$ cat src/rtl/lsu_pkg.sv
// Shared types and decode helpers for the dmem load/store unit.
package lsu_pkg;

  typedef enum logic [1:0] {
    IDLE = 2'd0,
    RD   = 2'd1,
    LDX  = 2'd2,
    WR   = 2'd3
  } lsu_state_t;

  typedef enum logic {
    KIND_LOAD  = 1'b0,
    KIND_STORE = 1'b1
  } lsu_kind_t;

  localparam logic [2:0] F3_B  = 3'b000;
  localparam logic [2:0] F3_H  = 3'b001;
  localparam logic [2:0] F3_W  = 3'b010;
  localparam logic [2:0] F3_BU = 3'b100;
  localparam logic [2:0] F3_HU = 3'b101;

  typedef struct packed {
    lsu_kind_t   kind;
    logic [2:0]  funct3;
    logic [31:0] addr;
    logic [31:0] wdata;
  } lsu_req_t;

  // Read/write conflict, no operation, or a funct3 that has no RV32I meaning.
  function automatic logic lsu_bad_op(input logic rd, input logic wr, input logic [2:0] f3);
    logic bad;
    bad = (rd == wr);
    if (rd && !wr) bad = !(f3 inside {F3_B, F3_H, F3_W, F3_BU, F3_HU});
    if (wr && !rd) bad = !(f3 inside {F3_B, F3_H, F3_W});
    return bad;
  endfunction

  function automatic logic lsu_misaligned(input logic [2:0] f3, input logic [1:0] alo);
    return ((f3[1:0] == 2'b10) && (alo != 2'b00)) || ((f3[1:0] == 2'b01) && alo[0]);
  endfunction

endpackage

$ cat src/rtl/lsu_byte_lane.sv
// Combinational lane logic: load byte/half extraction with extension, and
// sub-word store merge into the word read back from dmem.
module lsu_byte_lane
  import lsu_pkg::*;
(
  input  logic [2:0]  funct3,
  input  logic [1:0]  addr_lo,
  input  logic [31:0] rdata,
  input  logic [31:0] wdata,
  output logic [31:0] load_data,
  output logic [31:0] store_data
);

  logic signed [7:0]  byte_sel;
  logic signed [15:0] half_sel;
  logic signed [31:0] byte_sx;
  logic signed [31:0] half_sx;

  always_comb begin
    byte_sel = rdata[7:0];
    case (addr_lo)
      2'd1:    byte_sel = rdata[15:8];
      2'd2:    byte_sel = rdata[23:16];
      2'd3:    byte_sel = rdata[31:24];
      default: byte_sel = rdata[7:0];
    endcase
    half_sel = addr_lo[1] ? rdata[31:16] : rdata[15:0];
  end

  assign byte_sx = 32'(byte_sel);
  assign half_sx = 32'(half_sel);

  always_comb begin
    load_data = rdata;
    case (funct3)
      F3_B:    load_data = byte_sx;
      F3_BU:   load_data = {24'd0, byte_sel};
      F3_H:    load_data = half_sx;
      F3_HU:   load_data = {16'd0, half_sel};
      default: load_data = rdata;
    endcase
  end

  // Halves use addr_lo[1] only, so an unaligned half lands on its aligned lane.
  always_comb begin
    store_data = rdata;
    case (funct3[1:0])
      2'b00:   store_data[{addr_lo, 3'b000} +: 8] = wdata[7:0];
      2'b01:   store_data[{addr_lo[1], 4'b0000} +: 16] = wdata[15:0];
      default: store_data = wdata;
    endcase
  end

endmodule

$ cat src/rtl/dmem_lsu.sv
// MEM-stage load/store initiator for a word-addressed dmem without byte enables.
// Define MISALIGN_TRAP_EN to report misaligned accesses as errors instead of aligning them.
module dmem_lsu
  import lsu_pkg::*;
#(
  parameter int ADDR_WIDTH = 9,
  parameter int DATA_WIDTH = 32
) (
  input  logic                  i_clk,
  input  logic                  i_rst_n,
  input  logic                  i_req_valid,
  output logic                  o_req_ready,
  input  logic                  i_mem_read,
  input  logic                  i_mem_write,
  input  logic [2:0]            i_funct3,
  input  logic [31:0]           i_addr,
  input  logic [DATA_WIDTH-1:0] i_wdata,
  output logic                  o_load_valid,
  output logic [DATA_WIDTH-1:0] o_load_data,
  output logic                  o_store_done,
  output logic                  o_access_err,
  output logic                  o_dmem_we,
  output logic [ADDR_WIDTH-1:0] o_dmem_addr,
  output logic [DATA_WIDTH-1:0] o_dmem_wdata,
  input  logic [DATA_WIDTH-1:0] i_dmem_rdata
);

  lsu_state_t  state;
  lsu_req_t    req_q;
  logic        req_bad;
  logic [31:0] lane_load;
  logic [31:0] lane_store;
  logic        unused_addr_hi;

  always_comb begin
    req_bad = lsu_bad_op(i_mem_read, i_mem_write, i_funct3);
`ifdef MISALIGN_TRAP_EN
    if (lsu_misaligned(i_funct3, i_addr[1:0])) req_bad = 1'b1;
`endif
  end

  lsu_byte_lane u_lane (
    .funct3     (req_q.funct3),
    .addr_lo    (req_q.addr[1:0]),
    .rdata      (i_dmem_rdata),
    .wdata      (req_q.wdata),
    .load_data  (lane_load),
    .store_data (lane_store)
  );

  // dmem strobes come straight from state so a reset can never leave a write pending.
  assign o_req_ready  = (state == IDLE);
  assign o_dmem_we    = (state == WR);
  assign o_dmem_addr  = (state == IDLE) ? '0 : req_q.addr[ADDR_WIDTH+1:2];
  assign o_dmem_wdata = lane_store;

  assign unused_addr_hi = ^req_q.addr[31:ADDR_WIDTH+2];

  always_ff @(posedge i_clk) begin
    if (!i_rst_n) begin
      state        <= IDLE;
      req_q        <= '0;
      o_load_valid <= 1'b0;
      o_load_data  <= '0;
      o_store_done <= 1'b0;
      o_access_err <= 1'b0;
    end else begin
      o_load_valid <= 1'b0;
      o_store_done <= 1'b0;
      o_access_err <= 1'b0;
      case (state)
        IDLE: begin
          if (i_req_valid) begin
            req_q.kind   <= i_mem_write ? KIND_STORE : KIND_LOAD;
            req_q.funct3 <= i_funct3;
            req_q.addr   <= i_addr;
            req_q.wdata  <= i_wdata;
            if (req_bad) begin
              o_access_err <= 1'b1;
            end else if (i_mem_write && (i_funct3 == F3_W)) begin
              state <= WR;
            end else begin
              state <= RD;
            end
          end
        end
        RD: begin
          state <= (req_q.kind == KIND_STORE) ? WR : LDX;
        end
        LDX: begin
          o_load_data  <= lane_load;
          o_load_valid <= 1'b1;
          state        <= IDLE;
        end
        WR: begin
          o_store_done <= 1'b1;
          state        <= IDLE;
        end
        default: state <= IDLE;
      endcase
    end
  end

endmodule

$ cat config.mk
export PLATFORM = sky130hd
export DESIGN_NAME = dmem_lsu
export DESIGN_NICKNAME = d
export VERILOG_FILES = /design/src/rtl/lsu_pkg.sv /design/src/rtl/lsu_byte_lane.sv /design/src/rtl/dmem_lsu.sv
export SDC_FILE = /design/constraint.sdc
export NUM_CORES = 1
export LEC_CHECK = 0
export ABC_CLOCK_PERIOD_IN_PS = 1900
export CORE_MARGIN = 2
export CORE_UTILIZATION = 30
export DETAILED_ROUTE_END_ITERATION = 16
export GPL_TIMING_DRIVEN = 0
export PLACE_DENSITY = 0.65
export SLEW_MARGIN = 20
export SYNTH_ARGS = -nofsm -noshare
export SYNTH_HDL_FRONTEND = slang
export SYNTH_SLANG_ARGS = --single-unit
export TNS_END_PERCENT = 50
$ cat constraint.sdc
create_clock -name i_clk -period 1.9 [get_ports i_clk]
set_input_delay 0.19 -clock i_clk [delete_from_list [all_inputs] [get_ports i_clk]]
set_output_delay 0.19 -clock i_clk [all_outputs]
set_load 0.005 [all_outputs]
Yosys cells after proc, flatten, opt, wreduce, memory -nomap -nowiden
Index checks and enable logic that the tools add are counted.
{"block": "classes", "n_addsub": 2, "eq_ne": 17, "n_shift": 4, "muxes": 18, "reduce_logical": 17}
{"cell": "32-bit case mux with 4 select lines", "count": 1}
{"cell": "32-bit bitwise mux", "count": 2}
{"cell": "32-bit case mux with 2 select lines", "count": 1}
{"cell": "16-bit by 7-bit variable shift with 32-bit output (first input constant)", "count": 1}
{"cell": "8-bit by 7-bit variable shift with 32-bit output (first input constant)", "count": 1}
{"cell": "16-bit by 7-bit variable part select with 32-bit output", "count": 1}
{"cell": "8-bit by 7-bit variable part select with 32-bit output", "count": 1}
{"cell": "8-bit case mux with 3 select lines", "count": 1}
{"cell": "16-bit two-way mux", "count": 1}
{"cell": "5-bit negator with 7-bit output", "count": 2}
{"cell": "3-bit equality test (second input constant)", "count": 4}
{"cell": "9-bit two-way mux", "count": 1}
{"cell": "2-bit equality test (second input constant)", "count": 4}
{"cell": "1-bit two-way mux", "count": 7}
{"cell": "2-bit by 1-bit equality test with 1-bit output (second input constant)", "count": 3}
{"cell": "3-bit by 1-bit equality test with 1-bit output (second input constant)", "count": 2}
{"cell": "3-bit logical NOT", "count": 2}
{"cell": "2-bit two-way mux", "count": 3}
{"cell": "2-bit case mux with 3 select lines", "count": 1}
{"cell": "5-bit nonzero test", "count": 1}
{"cell": "1-bit logical NOT", "count": 4}
{"cell": "2-bit logical NOT", "count": 2}
{"cell": "2-bit inequality test (second input constant)", "count": 2}
{"cell": "2-bit AND reduction", "count": 2}
{"cell": "6 further kinds", "count": 8}
{"block": "word_totals", "register_bits": 84, "wordCells": 67}

Depth between registers and ports, before layout
{"block": "logic_depth", "word_depth": 8, "mapped_depth": 9, "depth_no_buf": 6}

Modules after synthesis
A second synthesis with hierarchy kept.
{"block": "hier_totals", "cells_unflattened": 636, "hier_area_um2": 4887.2}
{"module": "dmem_lsu", "instances": 1, "cells_per_inst": 379, "area_each_um2": 3230.6}
{"module": "lsu_byte_lane", "instances": 1, "cells_per_inst": 257, "area_each_um2": 1656.6}

Worst setup path after synthesis
No wires, ideal clock.
{"block": "synth_timing", "kind": "flip-flop to output port", "start": "reg req_q[33] (netlist bit)", "end": "out o_dmem_wdata[24]", "arrival_ns": 1.860, "required_ns": 1.710, "setup_slack_ns": -0.150, "path_stages_with_launch": 9, "n_path_buf": 2, "path_cell_list": "dfxtp_1 -> buf_4 -> inv_2 -> ha_1 -> or3_1 -> buf_2 -> nor4b_4 -> nand2_1 -> nand2_1"}
{"block": "synth_via", "elab_chain_cells": 4}
{"element": "start, declared", "line": "dmem_lsu.sv:29", "source": "lsu_req_t req_q;"}
{"element": "5-bit negator with 7-bit output, on equally long branches", "line": "lsu_byte_lane.sv:49, lsu_byte_lane.sv:48"}
{"element": "16-bit by 7-bit variable part select with 32-bit output, or another cell as far along", "line": "lsu_byte_lane.sv:49", "source": "2'b01: store_data[{addr_lo[1], 4'b0000} +: 16] = wdata[15:0];"}
{"element": "32-bit bitwise mux, on equally long branches", "line": "lsu_byte_lane.sv:49, lsu_byte_lane.sv:48"}
{"element": "32-bit case mux with 2 select lines (*)", "line": "lsu_byte_lane.sv:47", "source": "case (funct3[1:0])"}
{"element": "end, declared", "line": "dmem_lsu.sv:24", "source": "output logic [DATA_WIDTH-1:0] o_dmem_wdata,"}
Mark *: on every way between the ends. The rest lies on a longest branch, timed or not.

Worst setup path after layout
{"block": "layout_timing", "start": "reg req_q[33] (netlist bit)", "end": "out o_dmem_wdata[8]"}
The elaborated chain is that of the path after synthesis.

==> run summary <==
Number of global-route vias before repair: 4986
Via/cell ratio: 5.27
TritonCTS Buffers: 9
Status: complete, but fails checks
Row count: 44
H-tree Lvls: 3
Sequential Area: 0.00170 mm^2
Setup violations, final: 58
Rel. slew slack: 0.534
Net count, final: 880
First-pass GRT wire length: 27.8 mm
Setup WS pre-CTS: -0.980 ns
Failing checks: setup timing
XOR/XNOR Fraction of Synth Area: 0
Syn. warnings: 0
Initial antenna violation count: 0
Hold Path Cell Cnt: 2
Reg2reg setup slack: -0.27 ns
Max Freq: 0.413 GHz
Slowest stage delay, CP: 0.36 ns
Sequential power share: 0.389
Post-detail-place hpwl: 13.5 mm
Most frequent cells after synthesis: nand2_1 (146), dfxtp_1 (84), a21boi_0 (47), o21ai_0 (47), a21oi_1 (34)
R2R Path Start: req_q[33]
Core footprint: 0.0145 mm^2
Post-Synth Adder-Cell Area: 0.0141
GRT Total Usage: 0.226
Total power: 4.97 mW
WL final: 18.5 mm
Final Hold Viols: 0
Power Internal: 3.57 mW
Gr ovfl total: 0
Worst-margin pin slew: 0.700 ns
Area taken by multi-input logic gates: 0.00281 mm^2
Pin count of the biggest net entering global routing: 14
TritonCTS clock tree: yes
Die ar.: 0.0158 mm^2
Seq cells post-synth: 84
Synth cell types: 44
Detailed-route via count: 5056
Fin worst setup slack: -0.522 ns
Crit path DAT: 2.23 ns
Die W: 126 um
Synthesized Nets: 665
TritonCTS Sinks: 84
Initial DRC count: 477
Hold path start: i_rst_n
Crit path time final: 2.42 ns
P_leak: 2.75 nW
Slew Limit Fails: 0
Worst skew pair latency: 0.34 ns
Final Util: 0.502
Initial Util: 0.307
Drc violations: 0
PD cells: 685 mW/mm^2
Fillers: 1404
Async set-reset flop share out of synthesis: 0
# diodes: 0
Placed Instances: 899
HP Class: in2reg
CP Cell Sequence: buf_12 > inv_8 > ha_4 > or3_4 > buf_4 > nor3_4 > buf_6 > buf_6 > buf_6 > nand2_1 > nand2_2 > buf_2
Sequential cell area fraction in the yosys report: 0.379
Ys flop type: dfxtp_1
Sw Ratio: 0.282
DRT antenna net count: 0
Number of flops mapped to enable cells by yosys: 0
Switching power: 1.40 mW
Synth area leader: dfxtp_1
First-pass DRT Iterations: 5
Most used cell, CP: buf_6
Simple-Gate Fraction of Synth Area: 0.183
Crit path capture type: output pin
# port buffers: 159
CP top delay family: buffers and inverters
Clk root buf: clkbuf_16
Reg2reg path depth: 13
DR WL/cell: 19.3 um
Max cap viols: 0
Die height: 126 um
WHS Endpoint: req_q[12]
Post-synthesis mux area share: 0.0203
Slowest-stage cell, CP: dfxtp_4
Mapped Cells: 556
CP startpoint kind: register
Post-synth top area share: 0.379
Largest family of logic cells by synthesized area: compound AO/OA/AOI/OAI gates
WS Path Type: reg2out
CP max FO: 3
Post-synthesis cell area: 0.00444 mm^2
Max clock buf depth: 2
Critical Path RT: 1.71 ns
Peak supply drop: 0.000346 V
P&R area growth vs syn: 63.5%
Logic pwr share: 0.253
Layout cell share with drive strength beyond 1: 0.241
Finished Layout Cells: 960
Terminus of the critical flop-to-flop path: o_load_data[15]
Buffers & Inverters on Critical Path: 7
Count leader, synth: nand2_1
Synthesized area per cell: 7.99 um^2
Top post-synthesis cells by area: dfxtp_1 (38%), nand2_1 (12%), a21boi_0 (7.9%)
Setup Skew: 0.00512 ns
Crit share post-route: 1.27
RSZ-0062 raised after global routing: yes
Area fraction in compound gates after synthesis: 0.345
Clock power frac: 0.358
I/O pins: 182
Final GP Congestion: 0.915
Clk pin slew, worst setup/hold paths: 0.06 ns
-- sequential cells by signal (all words and copies together), names as in the netlist --
name / flops
o_load_data: 32
req_q: 47
state: 2
o_store_done: 1
o_access_err: 1
o_load_valid: 1
-- cell type report --
type	instances	share of cell area
inverters	12	0.00793
well taps	184	0.0317
plain buffers	44	0.0336
clock buffers	12	0.0353
multi-input cells	413	0.387
repair buffers	207	0.264
clock inverters	4	0.00655
flip-flops and latches	84	0.233
-- cell usage in the layout (no fill, tap or decap), types with 10 or more instances in the layout --
cell             instances
clkdlybuf4s50_1        127
a31oi_1                 13
a21oi_1                 25
nand2_2                 12
o21ai_0                 40
dfxtp_1                 79
clkbuf_1                20
a22oi_1                 14
nand2_1                134
clkbuf_16               10
buf_4                   28
buf_2                   38
a21boi_0                47
buf_6                   24
a22o_1                  16
-- stage by stage --
step | TNS (ns) | cell area [um^2] | hold WS [ns]
2_1_floorplan | -0.174 | 4470 | 0.327
3_3_place_gp | -25.88 | 6290 | 0.447
3_5_place_dp | -27.64 | 6290 | 0.454
4_1_cts | -21.94 | 7090 | 0.298
5_1_grt | -22.68 | 7260 | 0.341
6_report | -18.80 | 7260 | 0.310
-- layer usage --
metal,wire (um),track usage,vias up
li1,-,-,2409
met1,8030,0.297,2375
met2,8510,0.363,234
met3,1480,0.0480,38
met4,507,0.0882,0
met5,0,0,-
-- cell families (layout without fill, tap and decap cells) --
group	after synthesis	count (layout)
AOI/OAI and AO/OA	215	215
adders and majority gates	5	5
buffers and inverters	59	279
DFF	84	84
muxes	9	9
and+or+nand+nor	184	184
-- power by group through the flow --
| stage | combinational (mW) | clock (mW) | sequential [mW] |
|---|---|---|---|
| 6_report | 1.26 | 1.78 | 1.94 |
| 5_1_grt | 1.34 | 1.88 | 1.94 |
| 4_1_cts | 1.19 | 1.81 | 1.93 |
| 3_5_place_dp | 1.09 | 0 | 1.97 |
| 3_3_place_gp | 1.08 | 0 | 1.97 |
| 2_1_floorplan | 0.508 | 0 | 1.94 |
-- what timing repair did --
| action | in CTS | in global routing |
|---|---|---|
| buffers inserted | 38 | 12 |
| endpoints found under the hold margin | 0 | 0 |
| cloned | 0 | 1 |
| resized for setup | 201 | 38 |
| hold buffers | 0 | 0 |
| endpoints found under the setup margin | 70 | 73 |
| pin swaps | 28 | 26 |
-- worst max path at each step --
stage               startpoint          endpoint  slack, ns  depth (start not counted)
detailed placement   req_q[33]  o_dmem_wdata[15]      -0.98                          8
CTS                  req_q[33]  o_dmem_wdata[25]      -0.65                         12
global route         req_q[33]   o_dmem_wdata[8]      -0.57                         12
finish               req_q[33]   o_dmem_wdata[8]      -0.52                         12
floorplan            req_q[33]  o_dmem_wdata[10]      -0.02                          7
global placement     req_q[33]  o_dmem_wdata[15]      -0.98                          8
Power figures use the tool's default switching activity.
